==> src/rtl/m3_commutation_sequencer.sv <==
// m3_commutation_sequencer
// Six-step trapezoidal commutation controller for a 3-phase bridge.
// Sequences IDLE -> ALIGN -> RUN -> STOP and produces the per-phase
// down1_up2 command (0 float, 1 low side, 2 high side). It also handles
// step rate (speed) and PWM duty (power) from pulse inputs.
// Optional feature macro: M3_BRAKE_EN (STOP drives all phases low side
// for braking; without it, STOP lets all phases float).
module m3_commutation_sequencer #(
   parameter int PERIOD_W    = 20,
   parameter int PERIOD_INIT = 100000,
   parameter int PERIOD_MIN  = 1000,
   parameter int PERIOD_STEP = 1000,
   parameter int ALIGN_CYC   = 200000,
   parameter int PWM_W       = 8,
   parameter int DUTY_INIT   = 64,
   parameter int DUTY_STEP   = 8
) (
   input  logic       clkI,
   input  logic       nRstI,
   input  logic       m3startI,
   input  logic       m3forceStopI,
   input  logic       m3invRotateI,
   input  logic       m3speedINCi,
   input  logic       m3speedDECi,
   input  logic       m3powerINCi,
   input  logic       m3powerDECi,
   output logic [1:0] aModeO,
   output logic [1:0] bModeO,
   output logic [1:0] cModeO,
   output logic [2:0] stepIdxO,
   output logic       runningO
);

   typedef enum logic [1:0] {IDLE, ALIGN, RUN, STOP} state_t;

   // The align time is counted in the step counter, so ALIGN_CYC must fit in PERIOD_W bits.
   localparam logic [PERIOD_W-1:0] P_INIT     = PERIOD_W'(PERIOD_INIT);
   localparam logic [PERIOD_W-1:0] P_MIN      = PERIOD_W'(PERIOD_MIN);
   localparam logic [PERIOD_W-1:0] P_STEP     = PERIOD_W'(PERIOD_STEP);
   localparam logic [PERIOD_W-1:0] ALIGN_LAST = PERIOD_W'(ALIGN_CYC - 1);
   localparam logic [PERIOD_W:0]   P_FAST_LIM = (PERIOD_W+1)'(PERIOD_MIN + PERIOD_STEP);
   localparam logic [PWM_W-1:0]    D_INIT     = PWM_W'(DUTY_INIT);
   localparam logic [PWM_W-1:0]    D_STEP     = PWM_W'(DUTY_STEP);
   localparam logic [PWM_W-1:0]    D_MAX      = {PWM_W{1'b1}};

`ifdef M3_BRAKE_EN
   localparam logic [1:0] STOP_MODE = 2'd1;
`else
   localparam logic [1:0] STOP_MODE = 2'd0;
`endif

   state_t              state_reg, state_next;
   logic [2:0]          step_idx_reg, step_idx_next;
   logic [PERIOD_W-1:0] step_cnt_reg, step_cnt_next;
   logic [PERIOD_W-1:0] period_reg, period_next;
   logic [PWM_W-1:0]    pwm_cnt_reg, pwm_cnt_next;
   logic [PWM_W-1:0]    duty_reg, duty_next;
   logic [5:0]          target;
   logic [5:0]          mode_next;
   logic [5:0]          mode_reg;
   logic [1:0]          hi_on;

   // Next-state, step sequencing, speed and power adjustment.
   always_comb begin
      state_next    = state_reg;
      step_idx_next = step_idx_reg;
      step_cnt_next = step_cnt_reg;
      period_next   = period_reg;
      pwm_cnt_next  = pwm_cnt_reg;
      duty_next     = duty_reg;
      unique case (state_reg)
         IDLE: begin
            if (m3startI && !m3forceStopI) begin
               state_next    = ALIGN;
               step_idx_next = '0;
               step_cnt_next = '0;
               pwm_cnt_next  = '0;
               period_next   = P_INIT;
               duty_next     = D_INIT;
            end
         end
         ALIGN: begin
            if (m3forceStopI) begin
               state_next = STOP;
            end else begin
               pwm_cnt_next = pwm_cnt_reg + 1'b1;
               if (step_cnt_reg == ALIGN_LAST) begin
                  state_next    = RUN;
                  step_cnt_next = '0;
               end else begin
                  step_cnt_next = step_cnt_reg + 1'b1;
               end
            end
         end
         RUN: begin
            if (m3forceStopI) begin
               state_next = STOP;
            end else begin
               pwm_cnt_next = pwm_cnt_reg + 1'b1;
               // >= so a freshly shortened period steps on the next cycle
               if (step_cnt_reg >= period_reg - 1'b1) begin
                  step_cnt_next = '0;
                  if (m3invRotateI)
                     step_idx_next = (step_idx_reg == 3'd0) ? 3'd5 : step_idx_reg - 1'b1;
                  else
                     step_idx_next = (step_idx_reg == 3'd5) ? 3'd0 : step_idx_reg + 1'b1;
               end else begin
                  step_cnt_next = step_cnt_reg + 1'b1;
               end
               if (m3speedINCi && !m3speedDECi) begin
                  period_next = ({1'b0, period_reg} >= P_FAST_LIM) ? period_reg - P_STEP : P_MIN;
               end else if (m3speedDECi && !m3speedINCi) begin
                  period_next = ({1'b0, period_reg} + {1'b0, P_STEP} > {1'b0, P_INIT})
                                ? P_INIT : period_reg + P_STEP;
               end
               if (m3powerINCi && !m3powerDECi) begin
                  duty_next = ({1'b0, duty_reg} + {1'b0, D_STEP} > {1'b0, D_MAX})
                              ? D_MAX : duty_reg + D_STEP;
               end else if (m3powerDECi && !m3powerINCi) begin
                  duty_next = (duty_reg < D_STEP) ? '0 : duty_reg - D_STEP;
               end
            end
         end
         STOP: begin
            if (!m3forceStopI) state_next = IDLE;
         end
         default: state_next = IDLE;
      endcase
   end

   // Desired phase pattern from the current step and PWM phase; stop request overrides at once.
   always_comb begin
      target = '0;
      hi_on  = (pwm_cnt_reg < duty_reg) ? 2'd2 : 2'd0;
      if (state_reg == IDLE) begin
         target = '0;
      end else if (state_reg == STOP || m3forceStopI) begin
         target = {3{STOP_MODE}};
      end else begin
         // packing {C, B, A}; high side chopped by PWM, low side held on
         case (step_idx_reg)
            3'd0:    target = {2'd0, 2'd1, hi_on};
            3'd1:    target = {2'd1, 2'd0, hi_on};
            3'd2:    target = {2'd1, hi_on, 2'd0};
            3'd3:    target = {2'd0, hi_on, 2'd1};
            3'd4:    target = {hi_on, 2'd0, 2'd1};
            3'd5:    target = {hi_on, 2'd1, 2'd0};
            default: target = '0;
         endcase
      end
   end

   // A phase never jumps directly between high and low side: it floats for one cycle first.
   generate
      for (genvar gi = 0; gi < 3; gi++) begin : g_phase
         logic [1:0] want;
         logic [1:0] cur;
         assign want = target[2*gi +: 2];
         assign cur  = mode_reg[2*gi +: 2];
         assign mode_next[2*gi +: 2] =
            ((want == 2'd2 && cur == 2'd1) || (want == 2'd1 && cur == 2'd2)) ? 2'd0 : want;
      end
   endgenerate

   // State, counters and registered phase commands.
   always_ff @(posedge clkI or negedge nRstI) begin
      if (!nRstI) begin
         state_reg    <= IDLE;
         step_idx_reg <= '0;
         step_cnt_reg <= '0;
         period_reg   <= P_INIT;
         pwm_cnt_reg  <= '0;
         duty_reg     <= D_INIT;
         mode_reg     <= '0;
      end else begin
         state_reg    <= state_next;
         step_idx_reg <= step_idx_next;
         step_cnt_reg <= step_cnt_next;
         period_reg   <= period_next;
         pwm_cnt_reg  <= pwm_cnt_next;
         duty_reg     <= duty_next;
         mode_reg     <= mode_next;
      end
   end

   assign aModeO   = mode_reg[1:0];
   assign bModeO   = mode_reg[3:2];
   assign cModeO   = mode_reg[5:4];
   assign stepIdxO = step_idx_reg;
   assign runningO = (state_reg == ALIGN) || (state_reg == RUN);

endmodule

==> config.mk <==
export PLATFORM = sky130hd
export DESIGN_NAME = m3_commutation_sequencer
export DESIGN_NICKNAME = d
export VERILOG_FILES = /design/src/rtl/m3_commutation_sequencer.sv
export SDC_FILE = /design/constraint.sdc
export NUM_CORES = 1
export LEC_CHECK = 0
export CAP_MARGIN = 5
export CORE_ASPECT_RATIO = 1.2
export CORE_UTILIZATION = 55
export DETAILED_ROUTE_END_ITERATION = 8
export GPL_ROUTABILITY_DRIVEN = 0
export PLACE_DENSITY = 0.75
export SETUP_SLACK_MARGIN = 0.05
export SYNTH_ARGS = -nofsm -noshare
export SYNTH_HDL_FRONTEND = slang
export SYNTH_SLANG_ARGS = --single-unit
==> constraint.sdc <==
create_clock -name clkI -period 11.2 [get_ports clkI]
set_input_delay 1.12 -clock clkI [delete_from_list [all_inputs] [get_ports clkI]]
set_output_delay 1.12 -clock clkI [all_outputs]
set_load 0.02 [all_outputs]
==> metrics.md <==
| Metric | Value |
|---|---|
| Synth Area in Simple Gates | 0.236 |
| Area occupied by multi-input gates | roughly 3400 um^2 |
| Startpoint Class | flip-flop |
| Nets | ~700 |
| H-Tree Level Count | 3 |
| Power density cells | 238 nW/um^2 |
| DR WL/cell | between 15 and 20 um |
| Core outline area | ~9500 um^2 |
| Cell count after synthesis | between 600 and 700 |
| Fin crit share | 0.405 |
| Number of library cell types mapped by synthesis | 80 |
| Finished Cell Area | approximately 5700 um^2 |
| Ys async rst share | 1.00 |
| Post-route setup slack | ~6.7 ns |
| Initial antenna violation count | 0 |
| Max_cap viols | 0 |
| Port-buffer cells | 18 |
| Starting Density | 0.564 |
| Filler instances | 821 |
| Clk sinks | 62 |
| CP Capture Type | flip-flop |
| Dominant cell type by area after synthesis | dfrtp_1 |
| Min cycle time layout | around 4.5 ns |
| WS Path Type | reg -> reg |
| Layout area overhead | 7.54% |
| Largest delay share family, worst path | simple AND/OR/NAND/NOR gates |
| CP max stage cell | or4_2 |
| CTS clock-pin slew for the worst setup and hold paths | 0.05 ns |
| Sequential fraction of the synthesis area | 0.292 |
| Worst Hold Class | reg -> reg |
| Total grt overflow | 0 |
| Most frequent CP cell | nand2_1 |
| Mapped Nets | between 700 and 800 |
| Share of post-route cells with drive strength above 1 | 0.0718 |
| Height of the die | approximately 110 um |
| Vias per inst | roughly 6.4 |
| Relative slew slack | 0.416 |
| First-pass GRT wire length | ~23000 um |
| CTS Hold Bufs | 0 |
| Final setup TNS | 0 ns |
| Mean Syn Cell Area | approximately 8 um^2 |
| Worst EP required | 11.42 ns |
| CP bufs+invs | 0 |
| Post-synthesis mux area share | 0.0136 |
| Via count | 4985 |
| First drt pass iteration count | 5 |
| Post-route DRC | 0 |
| RR Startpoint | period_reg[6] |
| Final WL | about 13000 um |
| Largest net degree at the start of global routing | 63 |
| Post-CTS Setup Inserts | 0 |
| Static Leakage | around 2.3 nW |
| Final core occ | 0.607 |
| Layout Cells excl Fill | 778 |
| #FFs+latches synth | 62 |
| CP startpoint | period_reg[6] |
| Hold Path Origin | mode_reg[3] |
| Final-report hold violation count | 0 |
| Worst-path cell chain | or4_2 -> nor2_1 -> nand3_1 -> nor3_1 -> nand2_1 -> xor2_1 -> ha_1 -> a21o_1 -> a211o_1 -> a31o_2 -> a21boi_1 -> o21a_1 -> nand2_1 -> o311ai_0 |
| DR iter-0 viols | 315 |
| Synth top area cells | dfrtp_1, ha_1, nand2_1, o21ai_0, nor2_1 |
| Overall power | between 1 and 1.5 mW |
| Setup Skew | a little over 0.006 ns |
| CTS max path bufs | 2 |
| Die width | 92.0 um |
| Slew Limit Fails | 0 |
| Synthesized cell area | approximately 5300 um^2 |
| EDFF count, synth | 0 |
| Run status | finished, final reports clean |
| Total GRT Usage | 0.281 |
| XOR/XNOR share of the synthesized area | 0.0475 |
| Post-Place Cells | around 760 |
| FP Rows | 39 |
| Post-synth top flop | dfrtp_1 |
| IO Pins | 19 |
| Largest family of logic cells by synthesized area | compound AO/OA/AOI/OAI gates |
| Final HPWL DP | about 9500 um |
| Final setup viols | 0 |
| DRT antenna net count | 0 |
| Post-CTS resize count | 0 |
| Max reg flops | 20 |
| Area of the die | between 10000 and 15000 um^2 |
| Maximum vdd drop | approximately 0.10 mV |
| Worst-margin pin slew | about 0.87 ns |
| Vias in the first global route | 4755 |
| # diodes | 0 |
| Complex-gate fraction of the synthesized area | 0.249 |
| Synth Area in Adders | 0.0955 |
| Max stage delay on crit path | ~0.70 ns |
| FF+latch area | approximately 1600 um^2 |
| Final hold slack | 0.487 ns |
| Place WS | 6.71 ns |
| Clock Latency Late Sink | between 0.3 and 0.4 ns |
| Fmax | approximately 0.22 GHz |
| CTS tree | built |
| Crit path max fanout | 20 |
| Root Buffer | clkbuf_16 |
| CTS buffer count | 9 |
| Yosys warns | 0 |
| Worst EP arrival | 4.76 ns |
| Share of the synthesized area in the top cell type | 0.258 |
| DP Area | about 5500 um^2 |
| RSZ-0062 raised after global routing | false |
[where the power goes]
group / switching [mW] / internal, mW
logic: 0.407 / 0.279
clock network: 0.100 / 0.172
registers: 0.125 / 0.285
[metal layers]
metal  track usage  up-vias  wire length, um
li1              -     2399                -
met1         0.361     2382             5850
met2         0.460      170             6390
met3        0.0418       34              701
met4         0.150        0              446
met5             0        -                0
[cell usage in the layout, fill, tap and decap left out, types with 24 or more instances in the layout]
cell type  netlist  layout
nand2_1         75      75
nor2_1          55      55
dfrtp_1         55      55
o21ai_0         45      45
ha_1            40      40
inv_1           33      33
nor3_1          32      32
a21oi_1         29      29
nand3_1         24      24
[cell type report]
class	instances	area share
Clock buffer	12	0.0411
Clock inverter	4	0.00827
Inverter	34	0.0222
Multi-Input combinational cell	523	0.597
Sequential cell	62	0.272
Tap cell	123	0.0268
Timing Repair Buffer	20	0.0331
[Yosys cell counts (7+ instances only)]
| cell type | instances |
|---|---|
| a22o_1 | 11 |
| o21ai_0 | 45 |
| clkbuf_1 | 16 |
| dfrtp_1 | 55 |
| nor2_1 | 55 |
| inv_1 | 33 |
| a21oi_1 | 29 |
| o31ai_1 | 7 |
| dfstp_2 | 7 |
| o21a_1 | 8 |
| xor2_1 | 12 |
| buf_2 | 7 |
| nor3_1 | 32 |
| a31oi_1 | 9 |
| nor4_1 | 10 |
| clkbuf_8 | 7 |
| o211ai_1 | 10 |
| a21o_1 | 12 |
| nand2_1 | 75 |
| xnor2_1 | 17 |
| nand3_1 | 24 |
| or3_1 | 11 |
| and3_1 | 7 |
| ha_1 | 40 |
[final timing paths]
kind / to / slack, ns / cells past startpoint
worst max-delay path: step_cnt_reg[15] / 6.66 / 14
worst min-delay path: mode_reg[2] / 0.49 / 1
worst max register to register: step_cnt_reg[15] / 6.66 / 14
worst min register to register: mode_reg[2] / 0.49 / 1
max in group asynchronous: pwm_cnt_reg[1] / 9.69 / 2
min in group asynchronous: period_reg[6] / 0.98 / 2
[kinds of logic after synthesis]
group	Yosys count
buffers and inverters	68
flip-flops	62
adder cells (fa/ha/maj)	41
AND/OR/NAND/NOR	256
AO/OA/AOI/OAI	190
multiplexers	7
XOR/XNOR	29
Power figures use the tool's default switching activity.
